File: src/rtl/cond_exec_stage.sv
// rtl/cond_exec_stage.sv - registered ARM condition evaluation with status register and debug counters
// Single-entry valid/ready stage: decides execute/squash one cycle after accept.
module cond_exec_stage #(
  parameter int          TAG_W    = 5,
  parameter int          CNT_W    = 16,
  parameter logic [3:0]  SR_RESET = 4'b0000,
  parameter bit          NV_NEVER = 1'b1
) (
  input  logic             clk,
  input  logic             rst_n,
  input  logic             in_valid,
  output logic             in_ready,
  input  logic [3:0]       in_cond,
  input  logic             in_s,
  input  logic [3:0]       in_flags,
  input  logic [TAG_W-1:0] in_tag,
  output logic             out_valid,
  input  logic             out_ready,
  output logic             out_exec,
  output logic [TAG_W-1:0] out_tag,
  input  logic             flush,
  input  logic             sr_wr_en,
  input  logic [3:0]       sr_wr_data,
  output logic [3:0]       sr,
  input  logic             clr_cnt,
  output logic [CNT_W-1:0] exec_cnt,
  output logic [CNT_W-1:0] squash_cnt
);

  logic             out_valid_q, out_valid_d;
  logic             out_exec_q, out_exec_d;
  logic [TAG_W-1:0] out_tag_q, out_tag_d;
  logic [3:0]       sr_q, sr_d;
  logic [CNT_W-1:0] exec_cnt_q, exec_cnt_d;
  logic [CNT_W-1:0] squash_cnt_q, squash_cnt_d;

  logic z, c, n, v;
  logic truth;
  logic accept;

  assign z = sr_q[3];
  assign c = sr_q[2];
  assign n = sr_q[1];
  assign v = sr_q[0];

  // Truth always comes from the registered flags, so a set-flags instruction
  // commits before its successor is evaluated.
  always_comb begin
    truth = 1'b0;
    case (in_cond)
      4'h0: truth = z;
      4'h1: truth = ~z;
      4'h2: truth = c;
      4'h3: truth = ~c;
      4'h4: truth = n;
      4'h5: truth = ~n;
      4'h6: truth = v;
      4'h7: truth = ~v;
      4'h8: truth = c & ~z;
      4'h9: truth = ~c | z;
      4'hA: truth = (n == v);
      4'hB: truth = (n != v);
      4'hC: truth = ~z & (n == v);
      4'hD: truth = z | (n != v);
      4'hE: truth = 1'b1;
      4'hF: truth = ~NV_NEVER;
    endcase
  end

  assign in_ready = (~out_valid_q | out_ready) & ~flush;
  assign accept   = in_valid & in_ready;

  always_comb begin
    out_valid_d  = out_valid_q;
    out_exec_d   = out_exec_q;
    out_tag_d    = out_tag_q;
    sr_d         = sr_q;
    exec_cnt_d   = exec_cnt_q;
    squash_cnt_d = squash_cnt_q;

    if (flush) begin
      out_valid_d = 1'b0;
    end else if (accept) begin
      out_valid_d = 1'b1;
      out_exec_d  = truth;
      out_tag_d   = in_tag;
    end else if (out_ready) begin
      out_valid_d = 1'b0;
    end

    // Direct MSR write wins over an instruction's flag commit.
    if (sr_wr_en) begin
      sr_d = sr_wr_data;
    end else if (accept & truth & in_s) begin
      sr_d = in_flags;
    end

    if (clr_cnt) begin
      exec_cnt_d   = '0;
      squash_cnt_d = '0;
    end else if (accept) begin
      if (truth) begin
        if (~&exec_cnt_q) exec_cnt_d = exec_cnt_q + 1'b1;
      end else begin
        if (~&squash_cnt_q) squash_cnt_d = squash_cnt_q + 1'b1;
      end
    end
  end

  always_ff @(posedge clk) begin
    if (!rst_n) begin
      out_valid_q  <= 1'b0;
      out_exec_q   <= 1'b0;
      out_tag_q    <= '0;
      sr_q         <= SR_RESET;
      exec_cnt_q   <= '0;
      squash_cnt_q <= '0;
    end else begin
      out_valid_q  <= out_valid_d;
      out_exec_q   <= out_exec_d;
      out_tag_q    <= out_tag_d;
      sr_q         <= sr_d;
      exec_cnt_q   <= exec_cnt_d;
      squash_cnt_q <= squash_cnt_d;
    end
  end

  assign out_valid  = out_valid_q;
  assign out_exec   = out_exec_q;
  assign out_tag    = out_tag_q;
  assign sr         = sr_q;
  assign exec_cnt   = exec_cnt_q;
  assign squash_cnt = squash_cnt_q;

endmodule

File: config.mk
export PLATFORM = sky130hd
export DESIGN_NAME = cond_exec_stage
export DESIGN_NICKNAME = d
export VERILOG_FILES = /design/src/rtl/cond_exec_stage.sv
export SDC_FILE = /design/constraint.sdc
export NUM_CORES = 1
export LEC_CHECK = 0
export ABC_AREA = 1
export ABC_CLOCK_PERIOD_IN_PS = 1800
export BUFFER_PORTS_ARGS = -buffer_cell sky130_fd_sc_hd__buf_2
export CORE_UTILIZATION = 33
export CTS_CLUSTER_SIZE = 16
export DETAILED_ROUTE_END_ITERATION = 8
export GPL_ROUTABILITY_DRIVEN = 0
export SLEW_MARGIN = 20
export SYNTH_ARGS = -nofsm -noshare
export SYNTH_HDL_FRONTEND = slang
export SYNTH_SLANG_ARGS = --single-unit
export TNS_END_PERCENT = 1
File: constraint.sdc
create_clock -name clk -period 1.8 [get_ports clk]
set_input_delay 0.18 -clock clk [delete_from_list [all_inputs] [get_ports clk]]
set_output_delay 0.18 -clock clk [all_outputs]
set_load 0.05 [all_outputs]
==> run metrics, run 1 <==
setup_tns 0 ns; Port-buffer cells between 60 and 70; CTS H-tree lvls 2; Layout fillers between 700 and 800; via count 2706; final net count just under 500; CP Data Arrival Time 1.98 ns; TritonRoute pass-1 iters 4; async set-reset flop share out of synthesis 0; number of enable flip-flop cells after synthesis 0; Pleak approximately 1.4 nW; worst-path fanout max 8; CORE AREA approximately 0.0077 sq mm; layout cell share with drive strength beyond 1 0.336; global-route usage over all layers 0.168; R2R Setup Slk between 0.015 and 0.02 ns; post-synthesis register bit count 43; ys flop type dfxtp_1; WHS Path Cells 2; synth warn 0; Diodes inserted 0; drt wl/cell ~12 um; Syn Inst Count 375; fin worst setup slack slightly below 0.02 ns; leading post-synthesis cells by cell area dfxtp_1 33%, nand2_1 13%, nand3_1 8.0%; Post-Syn Nets roughly 400; top-count cell post-synth nand2_1; Antenna Violating Nets Remaining 0; fmax approximately 560 MHz; Comb pwr share 0.180; Pins Over Slew Limit 0; Sink Count 43; Remaining Overflow, GRT 0; startpoint types flip-flop; post-route cell area approximately 0.0033 sq mm; DR DRC count 0; WL final between 6 and 7 mm; max-capacitance violation count 0; Switching Fraction 0.299; multi-input logic area between 0.0015 and 0.002 sq mm; status finished, final reports clean; Reg-to-Reg End squash_cnt[3]$_SDFFE_PP0P_; vias in the first global route between 2000 and 2500; Crit. End Element flip-flop; storage element area between 800 and 900 sq um; Hold-fix buffers, CTS 0; Synth top area share 0.327; chip height slightly above 90 um; setup slack at placement a little over 0.06 ns; endpoints failing setup 0; power per cell area a little over 600 mW/mm^2; Clk pwr share 0.341; CTS Buf Count 5; cell area after synthesis 0.00263 sq mm; Non-Filler Instances roughly 560; CTS root buf clkbuf_8; FP Rows 32; worst hold path startpoint flush; measured slew at the worst slew-check pin 0.343 ns; DR iter-0 viols 156; NetSw between 0.0006 and 0.0007 W; most common library cells after synthesis 94 x nand2_1, 43 x dfxtp_1, 42 x nand3_1; area of placed instances ~0.0032 sq mm; part of the power in registers 0.479; r2r worst-path depth 10; clock period minus worst slack between 1.5 and 2 ns; clk_lat worst skew approximately 0.30 ns; DP Cell Count ~550; unrepaired setup endpoints after global routing yes; WHS Endpoint out_valid$_SDFFE_PP0P_; crit path kind flip-flop to flip-flop; maximum vdd ir drop between 0.2 and 0.3 mV; HP Class input pin to flip-flop; register area share after synthesis 0.327; Clock Pin Slew Worst Setup and Hold Paths ~0.09 ns; Area Growth Syn to Fin 27.0%; first-pass GRT wire length 11.5 mm; maximum buffer depth of the clock tree 2; initial antenna violation count 0; Via density ~4.8; Starting Density 0.340; Die X 91.3 um; Syn Area/Cell approximately 7.0 sq um; Ports 69; Worst Path Required about 2.0 ns; Yosys cell types 31; die area approximately 0.0083 sq mm; final period utilization 0.989; Reg-to-Reg Start squash_cnt[0]$_SDFFE_PP0P_; largest net degree at the start of global routing 20; TritonCTS clock tree built; Slew HR 0.769; final number of hold-violating endpoints 0; Yosys top cell by area dfxtp_1; Pint around 0.0014 W; Final Skew approximately 0.0096 ns; post-detail-place hpwl 5.05 mm
-- worst max-delay path by stage --
stage                                           from                         end  cells past startpoint
after floorplan             exec_cnt[0]$_SDFFE_PP0P_   exec_cnt[15]$_SDFFE_PP0P_                     10
after global placement      exec_cnt[0]$_SDFFE_PP0P_    exec_cnt[0]$_SDFFE_PP0P_                     10
after detailed placement  squash_cnt[0]$_SDFFE_PP0P_  squash_cnt[3]$_SDFFE_PP0P_                     10
after CTS                   exec_cnt[0]$_SDFFE_PP0P_    exec_cnt[1]$_SDFFE_PP0P_                     10
after global routing              sr[3]$_SDFFE_PN0P_  squash_cnt[2]$_SDFFE_PP0P_                     13
final                     squash_cnt[0]$_SDFFE_PP0P_  squash_cnt[3]$_SDFFE_PP0P_                     10
-- cell families after synthesis --
group           count (synthesis)  synth area share
buf+inv                        45            0.0813
compound gates                 44             0.105
fa+ha+maj                       2           0.00951
xor+xnor                       24            0.0799
flops                          43             0.327
simple gates                  217             0.397
-- power groups by stage --
stage | sequential (W) | clock, W | combinational [W]
floorplan | 0.00106 | 0 | 0.000207
global placement | 0.00100 | 0 | 0.000360
detailed placement | 0.00100 | 0 | 0.000363
CTS | 0.000981 | 0.000729 | 0.000364
global route | 0.000983 | 0.000768 | 0.000406
finish | 0.000980 | 0.000697 | 0.000368
-- area by class of cell --
cell class | count | share of cell area
sequential | 43 | 0.269
clock buffer | 8 | 0.0303
multi-input combinational | 288 | 0.481
inverter | 34 | 0.0390
tap | 102 | 0.0382
timing repair buffer | 86 | 0.143
-- worst max-delay path, cell delays in order, from the launching register on --
cell	delay, ns
dfxtp_4	0.36
ha_1	0.22
nand3_1	0.12
nor2_2	0.05
nand2_1	0.10
clkinv_1	0.13
a41oi_4	0.25
buf_4	0.22
nand4_1	0.10
nand2_1	0.07
nor2_1	0.05
-- stage by stage --
step           power (W)  hold slack [ns]   util
2_1_floorplan    0.00127            0.252      -
3_3_place_gp     0.00136            0.393  0.413
3_5_place_dp     0.00137            0.397  0.413
4_1_cts          0.00207           0.0765  0.426
5_1_grt          0.00216           0.0708  0.432
6_report         0.00205           0.0813  0.432
-- cell usage in the layout, fill, tap and decap left out, types with 3 or more instances in the layout --
cell	count
a21oi_1	28
a21oi_2	11
buf_2	68
buf_4	17
clkbuf_8	5
dfxtp_1	24
dfxtp_2	14
dfxtp_4	5
inv_1	27
inv_2	4
nand2_1	94
nand2_2	13
nand3_1	42
nand4_1	19
nor2_1	29
nor2_2	3
nor3_1	6
nor4_1	4
xnor2_1	8
xor2_1	16
-- registers in the layout, summed over array words and instances (netlist names) --
signal / count
out_exec: 1
out_tag: 5
out_valid: 1
sr: 4
exec_cnt: 16
squash_cnt: 16
-- metal layers --
metal | vias up | part of all wire | global-route usage
met5 | - | 0 | 0
met4 | 0 | 0.0045 | 0.0370
li1 | 1415 | - | -
met1 | 1221 | 0.48 | 0.227
met3 | 4 | 0.044 | 0.0327
met2 | 66 | 0.47 | 0.277
-- what timing repair did --
item	in CTS	in global routing
gates resized for setup	0	8
setup endpoints to repair	0	32
buffers inserted	0	0
Note: power is estimated with default switching activity, not from simulation.
==> run 2: changes to the inputs <==
--- a/config.mk
+++ b/config.mk
@@ -12,6 +12,7 @@
 export CTS_CLUSTER_SIZE = 16
 export DETAILED_ROUTE_END_ITERATION = 8
 export GPL_ROUTABILITY_DRIVEN = 0
+export HOLD_SLACK_MARGIN = 0.15
 export SLEW_MARGIN = 20
 export SYNTH_ARGS = -nofsm -noshare
 export SYNTH_HDL_FRONTEND = slang
==> run metrics, run 2 (synthesized netlist as in run 1, its figures left out) <==
Die X 91.3 um (unchanged); multi-input logic area 0.00161 sq mm (unchanged); Slew HR 0.769 (about the same); final number of hold-violating endpoints 0 (unchanged); Pins Over Slew Limit 0 (unchanged); clock period minus worst slack 1.77 ns (-0.00859 ns); HP Class input pin to flip-flop; WHS Endpoint out_valid$_SDFFE_PP0P_; Ports 69 (unchanged); max-capacitance violation count 0 (unchanged); CP max-delay cell dfxtp_4; power per cell area 602 mW/mm^2 (-1.7%); commonest non-fill, non-tap cell in the layout nand2_1; TritonRoute pass-1 iters 4 (unchanged); CTS root buf clkbuf_8; unrepaired setup endpoints after global routing yes; status finished, final reports clean; Sink Count 43 (unchanged); FP Rows 32 (unchanged); clk_lat worst skew 0.30 ns (about the same); Pleak 1.44 nW (+2.1%); maximum buffer depth of the clock tree 2 (unchanged); storage element area 897 sq um (unchanged); final period utilization 0.984 (-0.00477); CTS H-tree lvls 2 (unchanged); startpoint types flip-flop; Top cell by count, worst path nand2_1; DR iter-0 viols 127 (-19%); Port-buffer cells 68 (unchanged); Layout fillers 775 (-1.0%); Via density 4.80 (-0.43%); largest net degree at the start of global routing 20 (unchanged); Remaining Overflow, GRT 0 (unchanged); Crit. End Element flip-flop; layout cell share with drive strength beyond 1 0.330 (-0.00504); Reg-to-Reg Start squash_cnt[0]$_SDFFE_PP0P_; maximum vdd ir drop 0.260 mV (+0.18%); CP max stage delay 0.36 ns (about the same); Bufs and invs on worst path 2 (unchanged); WP depth 10 (unchanged); crit path kind flip-flop to flip-flop; measured slew at the worst slew-check pin 0.343 ns (-0.00000274 ns); drt wl/cell 12.2 um (-1.3%); Antenna Violating Nets Remaining 0 (unchanged); WL final 6.93 mm (about the same); Clock Pin Slew Worst Setup and Hold Paths 0.09 ns (about the same); worst hold path startpoint in_valid; vias in the first global route 2483 (+0.28%); worst-path fanout max 8 (unchanged); r2r worst-path depth 10 (unchanged); initial antenna violation count 0 (unchanged); Area Growth Syn to Fin 29.7%; via count 2728 (+0.81%); Tot Pwr 0.00205 W (+0.31%); fin worst setup slack 0.0283 ns (+0.00859 ns); Starting Density 0.340 (unchanged); most frequent cells in the layout 94 x nand2_1, 68 x buf_2, 42 x nand3_1; Worst Path Required 1.99 ns (about the same); delay-heaviest family, CP simple AND/OR/NAND/NOR gates; DR DRC count 0 (unchanged); CORE AREA 0.00773 sq mm (unchanged); endpoints failing setup 0 (unchanged); fmax 564 MHz (+0.48%); Reg-to-Reg End squash_cnt[3]$_SDFFE_PP0P_; final net count 492 (+1.4%); die area 0.00833 sq mm (unchanged); chip height 91.3 um (unchanged); TritonCTS clock tree built; setup slack at placement 0.0620 ns (unchanged); WHS Path Cells 3 (+1); post-detail-place hpwl 5.05 mm (unchanged); R2R Setup Slk 0.03 ns (about the same); CTS Buf Count 5 (unchanged); CP Data Arrival Time 1.96 ns (-0.02 ns); Diodes inserted 0 (unchanged); crit path cell chain ha_1 -> nand3_1 -> nor2_2 -> nand2_1 -> clkinv_1 -> a41oi_4 -> buf_4 -> nand4_1 -> nand2_1 -> nor2_1; first-pass GRT wire length 11.5 mm (about the same); global-route usage over all layers 0.168 (+0.000177); Final Skew 0.00857 ns (-0.00101 ns)
==> run 2: power by group <==
part | internal (W) | switching (W)
combinational | 0.000118 | 0.000261
sequential | 0.000964 | 0.0000159
clock | 0.000360 | 0.000332
==> run 2: tightest hold or removal path: stages <==
cell     delay (ns)
buf_2          0.10
a21oi_1        0.04
nor3_1         0.10
==> run 2: timing repair <==
item | CTS | global route
setup buffers | 0 | 0
hold buffers | 7 | 0
gates resized for setup | 0 | 8
endpoints found under the hold margin | 10 | 0
setup endpoints to repair | 0 | 32
==> run 2: worst max-delay path by stage <==
stage	start	end	slack, ns
floorplan	exec_cnt[0]$_SDFFE_PP0P_	exec_cnt[15]$_SDFFE_PP0P_	-0.08
global placement	exec_cnt[0]$_SDFFE_PP0P_	exec_cnt[0]$_SDFFE_PP0P_	0.11
detailed placement	squash_cnt[0]$_SDFFE_PP0P_	squash_cnt[3]$_SDFFE_PP0P_	0.06
CTS	exec_cnt[0]$_SDFFE_PP0P_	exec_cnt[1]$_SDFFE_PP0P_	0.03
global route	sr[3]$_SDFFE_PN0P_	squash_cnt[2]$_SDFFE_PP0P_	-0.1
finish	squash_cnt[0]$_SDFFE_PP0P_	squash_cnt[3]$_SDFFE_PP0P_	0.03
==> run 2: layout make-up <==
cell class                 instances  share of cell area
sequential                        43               0.263
timing repair buffer              93               0.161
tap                              102              0.0374
clock buffer                       8              0.0297
inverter                          34              0.0382
multi-input combinational        288               0.471
==> run 2: metal layers <==
| layer | global-route usage | share of wire |
|---|---|---|
| met1 | 0.228 | 0.47 |
| met2 | 0.277 | 0.48 |
| met3 | 0.0318 | 0.046 |
| met4 | 0.0370 | 0.0035 |
| met5 | 0 | 0 |
==> run 2: stage by stage <==
stage | area [sq um] | TNS [ns] | utilization | hold slack, ns | cells
6_report | 3410 | 0 | 0.441 | 0.176 | 568
5_1_grt | 3410 | -1.66 | 0.441 | 0.190 | 568
4_1_cts | 3370 | 0 | 0.436 | 0.173 | 567
3_5_place_dp | 3190 | 0 | 0.413 | 0.397 | 552
3_3_place_gp | 3190 | 0 | 0.413 | 0.393 | 552
2_1_floorplan | 2680 | -0.882 | - | 0.252 | 375
==> run 3: changes to the inputs <==
--- a/config.mk
+++ b/config.mk
@@ -8,11 +8,13 @@
 export ABC_AREA = 1
 export ABC_CLOCK_PERIOD_IN_PS = 1800
 export BUFFER_PORTS_ARGS = -buffer_cell sky130_fd_sc_hd__buf_2
+export CORE_MARGIN = 4
 export CORE_UTILIZATION = 33
 export CTS_CLUSTER_SIZE = 16
 export DETAILED_ROUTE_END_ITERATION = 8
 export GPL_ROUTABILITY_DRIVEN = 0
 export HOLD_SLACK_MARGIN = 0.15
+export PLACE_DENSITY = 0.61
 export SLEW_MARGIN = 20
 export SYNTH_ARGS = -nofsm -noshare
 export SYNTH_HDL_FRONTEND = slang
==> run metrics, run 3 (synthesized netlist as in run 1, its figures left out) <==
Reg-to-Reg Start squash_cnt[0]$_SDFFE_PP0P_; HP Class input pin to flip-flop; vias in the first global route 2654 (+6.9%); Pint 0.00137 W (-5.2%); Non-Filler Instances 569 (+0.18%); layout cell share with drive strength beyond 1 0.325 (-0.00499); CP Data Arrival Time 1.99 ns (+0.03 ns); CORE AREA 0.00773 sq mm (unchanged); FP Rows 32 (unchanged); WL final 7.11 mm (+2.7%); DP Cell Count 554 (+0.36%); startpoint types flip-flop; worst-path fanout max 9 (+1); r2r worst-path depth 9 (-1); clk_lat worst skew 0.30 ns (about the same); chip height 97.3 um (+6.6%); power per cell area 594 mW/mm^2 (-1.3%); final period utilization 0.974 (-0.0104); most frequent cells in the layout 94 x nand2_1, 68 x buf_2, 42 x nand3_1; Via density 4.82 (+0.30%); TritonCTS clock tree built; Comb pwr share 0.191 (+0.006); drt wl/cell 12.5 um (+2.5%); area of placed instances 0.00322 sq mm (+0.86%); part of the power in registers 0.488 (+0.010); worst hold margin 0.175 ns (-0.00102 ns); die area 0.00946 sq mm (+14%); Remaining Overflow, GRT 0 (unchanged); maximum vdd ir drop 0.260 mV (about the same); Clk pwr share 0.322 (-0.015); clock period minus worst slack 1.75 ns (-0.0187 ns); fmax 570 MHz (+1.1%); post-detail-place hpwl 5.43 mm (+7.4%); Worst Path Required 2.04 ns (+0.05 ns); largest net degree at the start of global routing 28 (+40%); Top cell by count, worst path nand3_1; CTS Buf Count 5 (unchanged); Critical Path Source squash_cnt[0]$_SDFFE_PP0P_; Switching Fraction 0.319 (+0.0222); Final Skew 0.00987 ns (+0.00130 ns); Starting Density 0.340 (unchanged); Diodes inserted 0 (unchanged); Antenna Violating Nets Remaining 0 (unchanged); status finished, final reports clean; post-route cell area 0.00338 sq mm (-0.77%); worst hold path startpoint in_valid; first-pass GRT wire length 12.3 mm (+6.6%); CTS root buf clkbuf_8; global-route usage over all layers 0.151 (-0.0172); Slew HR 0.764 (-0.00531); measured slew at the worst slew-check pin 0.351 ns (+0.00790 ns); CTS H-tree lvls 2 (unchanged); WHS Path Cells 3 (unchanged); max-capacitance violation count 0 (unchanged); Crit. End Element flip-flop; post-CTS setup buffer count 0 (unchanged); final net count 493 (+0.20%); crit path kind flip-flop to flip-flop; crit path cell chain ha_1 -> nand3_1 -> nor2_2 -> nand2_1 -> clkinv_1 -> a41oi_4 -> buf_4 -> nand3_1 -> a21oi_1; CP max-delay cell dfxtp_4; Die X 97.3 um (+6.6%); NetSw 0.000641 W (+5.3%); Clock Pin Slew Worst Setup and Hold Paths 0.09 ns (about the same); Area Growth Syn to Fin 28.7%; unrepaired setup endpoints after global routing yes; TritonRoute pass-1 iters 4 (unchanged); commonest non-fill, non-tap cell in the layout nand2_1; Sink Count 43 (unchanged); final number of hold-violating endpoints 0 (unchanged); CP max stage delay 0.37 ns (about the same); via count 2741 (+0.48%); Tot Pwr 0.00201 W (-2.1%); DR iter-0 viols 116 (-8.7%); Pleak 1.44 nW (+0.35%); DR DRC count 0 (unchanged); Ports 69 (unchanged); maximum buffer depth of the clock tree 2 (unchanged); post-CTS sizing 0 (unchanged); Port-buffer cells 68 (unchanged); initial antenna violation count 0 (unchanged); endpoints failing setup 0 (unchanged); Pins Over Slew Limit 0 (unchanged)
[run 3: changes by cell type in the layout (fill, tap and decap cells not counted), moves of 2 or more]
| cell | previous run | this run |
|---|---|---|
| a21oi_1 | 28 | 31 |
| buf_4 | 17 | 19 |
| a21oi_2 | 11 | 8 |
| clkbuf_1 | 2 | 0 |
| clkinvlp_4 | 0 | 2 |
[run 3: final timing paths]
path,slack [ns],endpoint
worst max-delay path,0.05,squash_cnt[7]$_SDFFE_PP0P_
worst min-delay path,0.17,out_valid$_SDFFE_PP0P_
worst max register to register,0.05,squash_cnt[7]$_SDFFE_PP0P_
worst min register to register,0.46,out_tag[2]$_SDFFE_PN0P_
[run 3: cell type report]
class,count,area [sq um]
clock inverters,3,23.8
repair buffers,95,573
fillers,788,4340
inverters,34,130
well taps,102,128
flip-flops and latches,43,895
multi-input cells,287,1570
clock buffers,5,68.8
[run 3: metrics by stage]
stage | TNS (ns) | utilization | setup slack [ns]
after CTS | 0 | 0.438 | 0.0221
after global routing | -1.76 | 0.438 | -0.102
after global placement | 0 | 0.417 | 0.0852
final | 0 | 0.438 | 0.0470
after floorplan | -0.882 | - | -0.0830
after detailed placement | 0 | 0.417 | 0.0482
[run 3: repair_timing]
| action | CTS | global route |
|---|---|---|
| endpoints found under the hold margin | 10 | 0 |
| setup endpoints to repair | 0 | 35 |
| hold buffers | 7 | 0 |
[run 3: power by group through the flow]
stage	Combinational, W	Clock, W	Sequential, W
after floorplan	0.000207	0	0.00106
after global placement	0.000369	0	0.00100
after detailed placement	0.000374	0	0.00100
after CTS	0.000386	0.000681	0.000981
after global routing	0.000420	0.000716	0.000983
final	0.000383	0.000646	0.000980
[run 3: critical path: cells and delay by family, from the launching register on]
| family | cells | cell delay [ns] |
|---|---|---|
| compound gates | 2 | 0.38 |
| flops | 1 | 0.37 |
| simple gates | 4 | 0.37 |
| buf+inv | 2 | 0.35 |
| fa+ha+maj | 1 | 0.22 |
[run 3: per-layer routing]
layer  share of wire  up-vias  track usage  wire length, um
met5               0        -            0                0
met2            0.48       73        0.255             3400
met3           0.058       13       0.0409              414
met4           0.015        0       0.0415              105
met1            0.45     1228        0.190             3190
li1                -     1427            -                -
